[src/rtl/spwm_gate_gen.sv]
// Three-phase centre-aligned sinusoidal PWM with shadowed compare/dead-time registers,
// a shared up/down carrier and per-phase complementary gate drives with dead-time insertion.
module spwm_gate_gen #(
  parameter int                     CMP_WIDTH   = 16,
  parameter logic [CMP_WIDTH-1:0]   CARRIER_TOP = 16'hFFFF,
  parameter int                     DT_WIDTH    = 8,
  parameter logic [DT_WIDTH-1:0]    DT_RESET    = 8'd16
) (
  input  logic                 clk,
  input  logic                 rst_n,
  input  logic                 en,
  input  logic [CMP_WIDTH-1:0] cmp_a,
  input  logic [CMP_WIDTH-1:0] cmp_b,
  input  logic [CMP_WIDTH-1:0] cmp_c,
  input  logic [DT_WIDTH-1:0]  dt,
  output logic                 sample,
  output logic [CMP_WIDTH-1:0] carrier,
  output logic                 hi_a,
  output logic                 lo_a,
  output logic                 hi_b,
  output logic                 lo_b,
  output logic                 hi_c,
  output logic                 lo_c
);

  typedef enum logic {DIR_UP, DIR_DOWN} dir_t;

  dir_t                 dir, dir_nxt;
  logic [CMP_WIDTH-1:0] carrier_nxt;
  logic                 valley;

  logic [CMP_WIDTH-1:0] cmp_in  [3];
  logic [CMP_WIDTH-1:0] act_cmp [3];
  logic [DT_WIDTH-1:0]  act_dt;
  logic [DT_WIDTH-1:0]  cnt     [3];
  logic [2:0]           raw, rprev, hi, lo;

  assign cmp_in[0] = cmp_a;
  assign cmp_in[1] = cmp_b;
  assign cmp_in[2] = cmp_c;

  assign valley = en && (carrier == '0);
  // Qualified by rst_n so the strobe drops together with the asynchronous reset.
  assign sample = rst_n & valley;

  always_comb begin
    carrier_nxt = carrier;
    dir_nxt     = dir;
    if (!en) begin
      carrier_nxt = '0;
      dir_nxt     = DIR_UP;
    end else if (dir == DIR_UP) begin
      carrier_nxt = carrier + CMP_WIDTH'(1);
      if (carrier_nxt == CARRIER_TOP) dir_nxt = DIR_DOWN;
    end else begin
      carrier_nxt = carrier - CMP_WIDTH'(1);
      if (carrier_nxt == '0) dir_nxt = DIR_UP;
    end
  end

  always_ff @(posedge clk or negedge rst_n) begin
    if (!rst_n) begin
      carrier <= '0;
      dir     <= DIR_UP;
    end else begin
      carrier <= carrier_nxt;
      dir     <= dir_nxt;
    end
  end

  always_comb begin
    raw = '0;
    for (int unsigned i = 0; i < 3; i++) raw[i] = act_cmp[i] > carrier;
  end

  // rprev doubles as the dead-time target: it always holds the side to assert once cnt expires.
  always_ff @(posedge clk or negedge rst_n) begin
    if (!rst_n) begin
      for (int unsigned i = 0; i < 3; i++) begin
        act_cmp[i] <= '0;
        cnt[i]     <= DT_RESET;
      end
      act_dt <= DT_RESET;
      rprev  <= '0;
      hi     <= '0;
      lo     <= '0;
    end else begin
      if (valley) begin
        act_cmp <= cmp_in;
        act_dt  <= dt;
      end
      for (int unsigned i = 0; i < 3; i++) begin
        if (!en) begin
          rprev[i] <= raw[i];
          cnt[i]   <= act_dt;
          hi[i]    <= 1'b0;
          lo[i]    <= 1'b0;
        end else if (raw[i] != rprev[i]) begin
          rprev[i] <= raw[i];
          if (act_dt == '0) begin
            cnt[i] <= '0;
            hi[i]  <= raw[i];
            lo[i]  <= ~raw[i];
          end else begin
            cnt[i] <= act_dt;
            hi[i]  <= 1'b0;
            lo[i]  <= 1'b0;
          end
        end else if (cnt[i] > DT_WIDTH'(1)) begin
          cnt[i] <= cnt[i] - DT_WIDTH'(1);
          hi[i]  <= 1'b0;
          lo[i]  <= 1'b0;
        end else begin
          cnt[i] <= '0;
          hi[i]  <= rprev[i];
          lo[i]  <= ~rprev[i];
        end
      end
    end
  end

  assign hi_a = hi[0];
  assign lo_a = lo[0];
  assign hi_b = hi[1];
  assign lo_b = lo[1];
  assign hi_c = hi[2];
  assign lo_c = lo[2];

endmodule
[config.mk]
export PLATFORM = sky130hd
export DESIGN_NAME = spwm_gate_gen
export DESIGN_NICKNAME = d
export VERILOG_FILES = /design/src/rtl/spwm_gate_gen.sv
export SDC_FILE = /design/constraint.sdc
export NUM_CORES = 1
export LEC_CHECK = 0
export ABC_CLOCK_PERIOD_IN_PS = 3250
export CORE_ASPECT_RATIO = 1.4
export CORE_MARGIN = 3
export CORE_UTILIZATION = 35
export CTS_CLUSTER_SIZE = 16
export DETAILED_ROUTE_END_ITERATION = 7
export RECOVER_POWER = 25
export SYNTH_ARGS = -nofsm -noshare
export SYNTH_HDL_FRONTEND = slang
export SYNTH_SLANG_ARGS = --single-unit
[constraint.sdc]
create_clock -name clk -period 3.25 [get_ports clk]
set_input_delay 0.65 -clock clk [delete_from_list [all_inputs] [get_ports clk]]
set_output_delay 0.65 -clock clk [all_outputs]
set_load 0.03 [all_outputs]
Word-level counts from Yosys, hierarchy flattened
Index checks and enable logic that the tools add are counted.
{"block": "totals", "word_cells": 89, "output_inout_bits": 23, "reg_bits": 106}
{"block": "classes", "reduce_logical": 4, "n_mux": 46, "eq_ne": 7, "bitwise_logic": 7, "order_cmp": 6, "addsub": 5}
{"operator": "8-bit 2-to-1 mux", "count": 10}
{"operator": "16-bit greater-than comparator", "count": 3}
{"operator": "1-bit 2-to-1 mux", "count": 34}
{"operator": "16-bit zero test", "count": 2}
{"operator": "16-bit 2-to-1 mux", "count": 2}
{"operator": "8-bit by 1-bit greater-than comparator with 1-bit output (second input constant)", "count": 3}
{"operator": "8-bit by 1-bit subtractor with 8-bit output (second input constant)", "count": 3}
{"operator": "16-bit by 1-bit adder with 16-bit output (second input constant)", "count": 1}
{"operator": "16-bit equality test (second input constant)", "count": 1}
{"operator": "16-bit by 1-bit subtractor with 16-bit output (second input constant)", "count": 1}
{"operator": "8-bit zero test", "count": 1}
{"operator": "2-bit by 1-bit != test with 1-bit output (second input constant)", "count": 3}
{"operator": "1-bit inverter", "count": 6}
{"operator": "1-bit != test", "count": 3}
{"operator": "1-bit bitwise AND", "count": 1}
{"operator": "1-bit logical AND", "count": 1}

Depth between registers and ports, before layout
{"block": "logic_depth", "word_depth": 5, "ltp_mapped": 9, "ltp_nobuf": 8}

Least setup slack after synthesis
No wires, ideal clock.
{"block": "synth_timing", "path_type": "flip-flop to flip-flop", "start": "register carrier[5]", "end": "register cnt[0] (netlist name)", "t_required_ns": 3.125, "path_slack_ns": 0.325, "path_stages_with_launch": 10, "n_path_buf": 1, "t_arrival_ns": 2.800, "synth_period_minus_slack_ns": 2.925, "cell_sequence": "dfrtp_1 clkbuf_1 inv_1 ha_1 nand4_1 nor4_1 nor2_1 a221oi_1 nand3_2 mux2_2"}
{"block": "synth_between", "elab_chain_cells": 4}
{"element": "start, declared", "line": "17", "rtl": "output logic [CMP_WIDTH-1:0] carrier,"}
{"element": "start signal, assigned", "line": "66", "rtl": "carrier <= carrier_nxt;"}
{"element": "16-bit greater-than comparator", "line": "73", "rtl": "for (int unsigned i = 0; i < 3; i++) raw[i] = act_cmp[i] > carrier;"}
{"element": "1-bit != test", "line": "98", "rtl": "end else if (raw[i] != rprev[i]) begin"}
{"element": "8-bit 2-to-1 mux", "line": "98"}
{"element": "8-bit 2-to-1 mux", "line": "93", "rtl": "if (!en) begin"}
{"element": "end signal, assigned by index", "line": "95", "rtl": "cnt[i] <= act_dt;"}
{"element": "end signal, assigned by index", "line": "105", "rtl": "cnt[i] <= act_dt;"}
{"element": "end signal, assigned by index", "line": "110", "rtl": "cnt[i] <= cnt[i] - DT_WIDTH'(1);"}
{"element": "end, declared", "line": "35", "rtl": "logic [DT_WIDTH-1:0] cnt [3];"}
No other way between the ends.
A chain may end at the register's enable or synchronous reset.

Worst setup path in the final report
{"block": "layout_timing", "start": "register carrier[6]", "end": "output port sample"}
{"block": "layout_between", "elab_chain_cells": 3}
{"element": "16-bit zero test", "line": "42", "rtl": "assign valley = en && (carrier == '0);"}
{"element": "1-bit logical AND", "line": "42"}
{"element": "1-bit bitwise AND", "line": "44", "rtl": "assign sample = rst_n & valley;"}
{"element": "end, declared", "line": "16", "rtl": "output logic sample,"}
No other way between the ends.

==> run metrics <==
VDD IR-drop max between 0.2 and 0.3 mV; CTS resizes 0; ranking of synthesized cells by area dfrtp_1 39%, mux2_2 13%, ha_1 11%, xnor2_1 3.6%, nor2_1 2.9%; CP cell instances or4_1 > nand4b_4 > nor2b_1 > and4_1 > buf_12; outcome complete, no violations; worst setup path start carrier[6]; synthesized cell area about 6500 µm²; clk slew on worst S/H paths about 0.070 ns; crit path to sample; ANT cells 0; RSZ-0062 raised after global routing false; Synthesis Warnings 0; Synth top area share approximately two fifths; Buffers on Ports 81; Async S/R FF share, synth 100.0%; worst r2r src carrier[13]; # fillers between 1500 and 2000; startpoint types register; Slowest-stage cell, CP or4_1; H-tree levels 3; Setup Buffers After CTS 0; Setup crit end kind primary output; total wire length 17620 µm; Worst Path Required between 2 and 3 ns; FF-to-FF path depth 8; Area Growth Syn to Fin 22.42%; Mapped Nets 747; IO Count 82; DRC 0; Yosys cell types 52; Post-DP HPWL approximately 14000 µm; global route overflow 0; Initial Util a little over a third; EDFF count, synth 0; Pins Over Slew Limit 0; r2r endpoint cnt[11]; Yosys top cell by area dfrtp_1; Fin Hold WS ~0.4 ns; crit path time final 3.062 ns; fmax between 300 and 400 MHz; width of the die ~120 µm; vias in the first global route 5308; Sink Count approximately 110; Worst Tran Pin Value around 1.2 ns; Post-synth top flop dfrtp_1; largest net degree at the start of global routing 52; Post-CTS Hold Buffers 0; die area approximately 20000 µm²; clock skew roughly 0.013 ns; Total GRT Usage about 18%; final hold violation count 0; Max-slew headroom between 15 and 20%; number of CTS-inserted buffers 9; number of DRC markers in iteration 0 between 400 and 500; buffer depth of the longest clock path 2; initial antenna violation count 0; Tightest Hold Check Type in2async; max-cap violations 0; die height roughly 170 µm; CTS tree yes; layout cells sized above 1 roughly 18%; Pleak between 0.003 and 0.004 µW; period utilization a little over nine tenths; Max stage delay on crit path just under 0.7 ns; first-pass GRT wire length approximately 29000 µm; CORE AREA about 18000 µm²; post-synthesis register bit count 106; Synth Instances 630; GPL Wtd Cong roughly 0.9; first-pass detailed-route iteration total 5; Worst Path Arrival 2.41 ns; post-DR vias/cell 5.372; Via Count 5200; crit path kind reg2out; Skew-Pair Late Insertion Delay around 0.36 ns; Final ANT Viol Nets 0; clk root buf clkbuf_16; Setup TNS Final 0 ns; FP Rows 58; Final #Nets 840; Setup-failing EPs final 0; worst-path fanout max 8; pwr/cell area between 500 and 600 nW/µm²; worst reg-to-reg setup slack approximately 0.28 ns; Routed wire per std cell around 18 µm; syn_area_per_cell between 10 and 15 µm²; sequential area share after synthesis slightly above 40%
cells in the final DEF, fill, tap and decap left out, types with 14 or more instances in the layout:
| cell type | Yosys | layout |
|---|---|---|
| dfrtp_1 | 102 | 102 |
| mux2_2 | 73 | 73 |
| and2_1 | 15 | 15 |
| ha_1 | 58 | 58 |
| clkdlybuf4s50_1 | 0 | 79 |
| nor3_1 | 18 | 18 |
| inv_1 | 29 | 29 |
| nor4_1 | 17 | 14 |
| a21oi_1 | 25 | 25 |
| o21ai_0 | 23 | 23 |
| buf_4 | 5 | 19 |
| nor2_1 | 50 | 50 |
| xnor2_1 | 27 | 27 |
| nand2_1 | 35 | 35 |
| nand3_1 | 17 | 17 |
| nand4_1 | 16 | 16 |
cells in the mapped netlist, types with 5 or more instances:
master / n
mux2_2: 73
a21oi_1: 25
dfrtp_1: 102
a21o_1: 5
nor2_1: 50
nand3_1: 17
a31oi_1: 7
nor4_1: 17
nor3_1: 18
xor2_1: 9
nor3b_1: 5
buf_4: 5
clkbuf_1: 12
nand4_1: 16
o211ai_1: 5
o21ai_0: 23
ha_1: 58
nor2b_1: 9
xnor2_1: 27
and3_1: 5
and2_1: 15
a2111oi_0: 5
nand2_1: 35
inv_1: 29
metrics by stage:
stage / instance area [µm²] / total power, µW / std cells / utilization (%) / setup WS [ns]
3_3_place_gp: 7724 / 3670 / 952 / 42.57 / 0.2687
6_report: 8013 / 4805 / 968 / 44.17 / 0.1885
4_1_cts: 8001 / 4859 / 968 / 44.10 / 0.1716
2_1_floorplan: 6545 / 3247 / 630 / - / 0.3255
3_5_place_dp: 7724 / 3773 / 952 / 42.57 / 0.2216
5_1_grt: 8013 / 5172 / 968 / 44.17 / 0.01381
flip-flops by register name, indices dropped and copies added, names as in the netlist:
| signal | count |
|---|---|
| act_cmp | 48 |
| cnt | 24 |
| carrier | 16 |
| act_dt | 8 |
| hi | 3 |
| lo | 3 |
| rprev | 3 |
| dir | 1 |
final cells by class:
class	instances	area, µm²	area share (%)
inverter	29	108.9	1.359
tap	240	300.3	3.748
clock inverter	6	48.80	0.6090
sequential	106	2658	33.17
multi-input combinational	474	3681	45.94
timing repair buffer	103	987.2	12.32
clock buffer	10	229.0	2.858
worst max-delay path: cells and delay by family, from the launching register on:
family | cells | cell delay [ns]
flops | 1 | 0.44
simple gates | 4 | 1.47
buf+inv | 1 | 0.14
cells by family after synthesis:
group / Yosys count / synth area share [%]
xor+xnor: 36 / 4.818
flops: 106 / 40.60
mux: 77 / 13.48
compound gates: 91 / 8.832
simple gates: 212 / 17.72
fa+ha+maj: 58 / 11.09
buf+inv: 50 / 3.460
power by group:
part	internal [µW]	total (µW)	switching [µW]
clock network	530	1050	524
logic	892	1660	765
registers	1710	2090	387
total	3130	4810	1680
how the worst min path moves through the flow:
stage                start          end  cells past startpoint
2_1_floorplan        rst_n   act_cmp[0]                      0
3_3_place_gp   act_cmp[23]  act_cmp[23]                      1
3_5_place_dp    act_cmp[7]   act_cmp[7]                      1
4_1_cts              rst_n  carrier[10]                      1
5_1_grt              rst_n  carrier[10]                      1
6_report             rst_n  carrier[10]                      1
layer usage:
layer | vias to the layer above | global-route usage (%) | routed length, µm
met4 | 0 | 6.826 | 507
met2 | 135 | 31.00 | 9041
met3 | 34 | 2.655 | 605
met1 | 2542 | 22.31 | 7461
met5 | - | 0 | 0
li1 | 2489 | - | -
(Power assumes the default switching activity.)
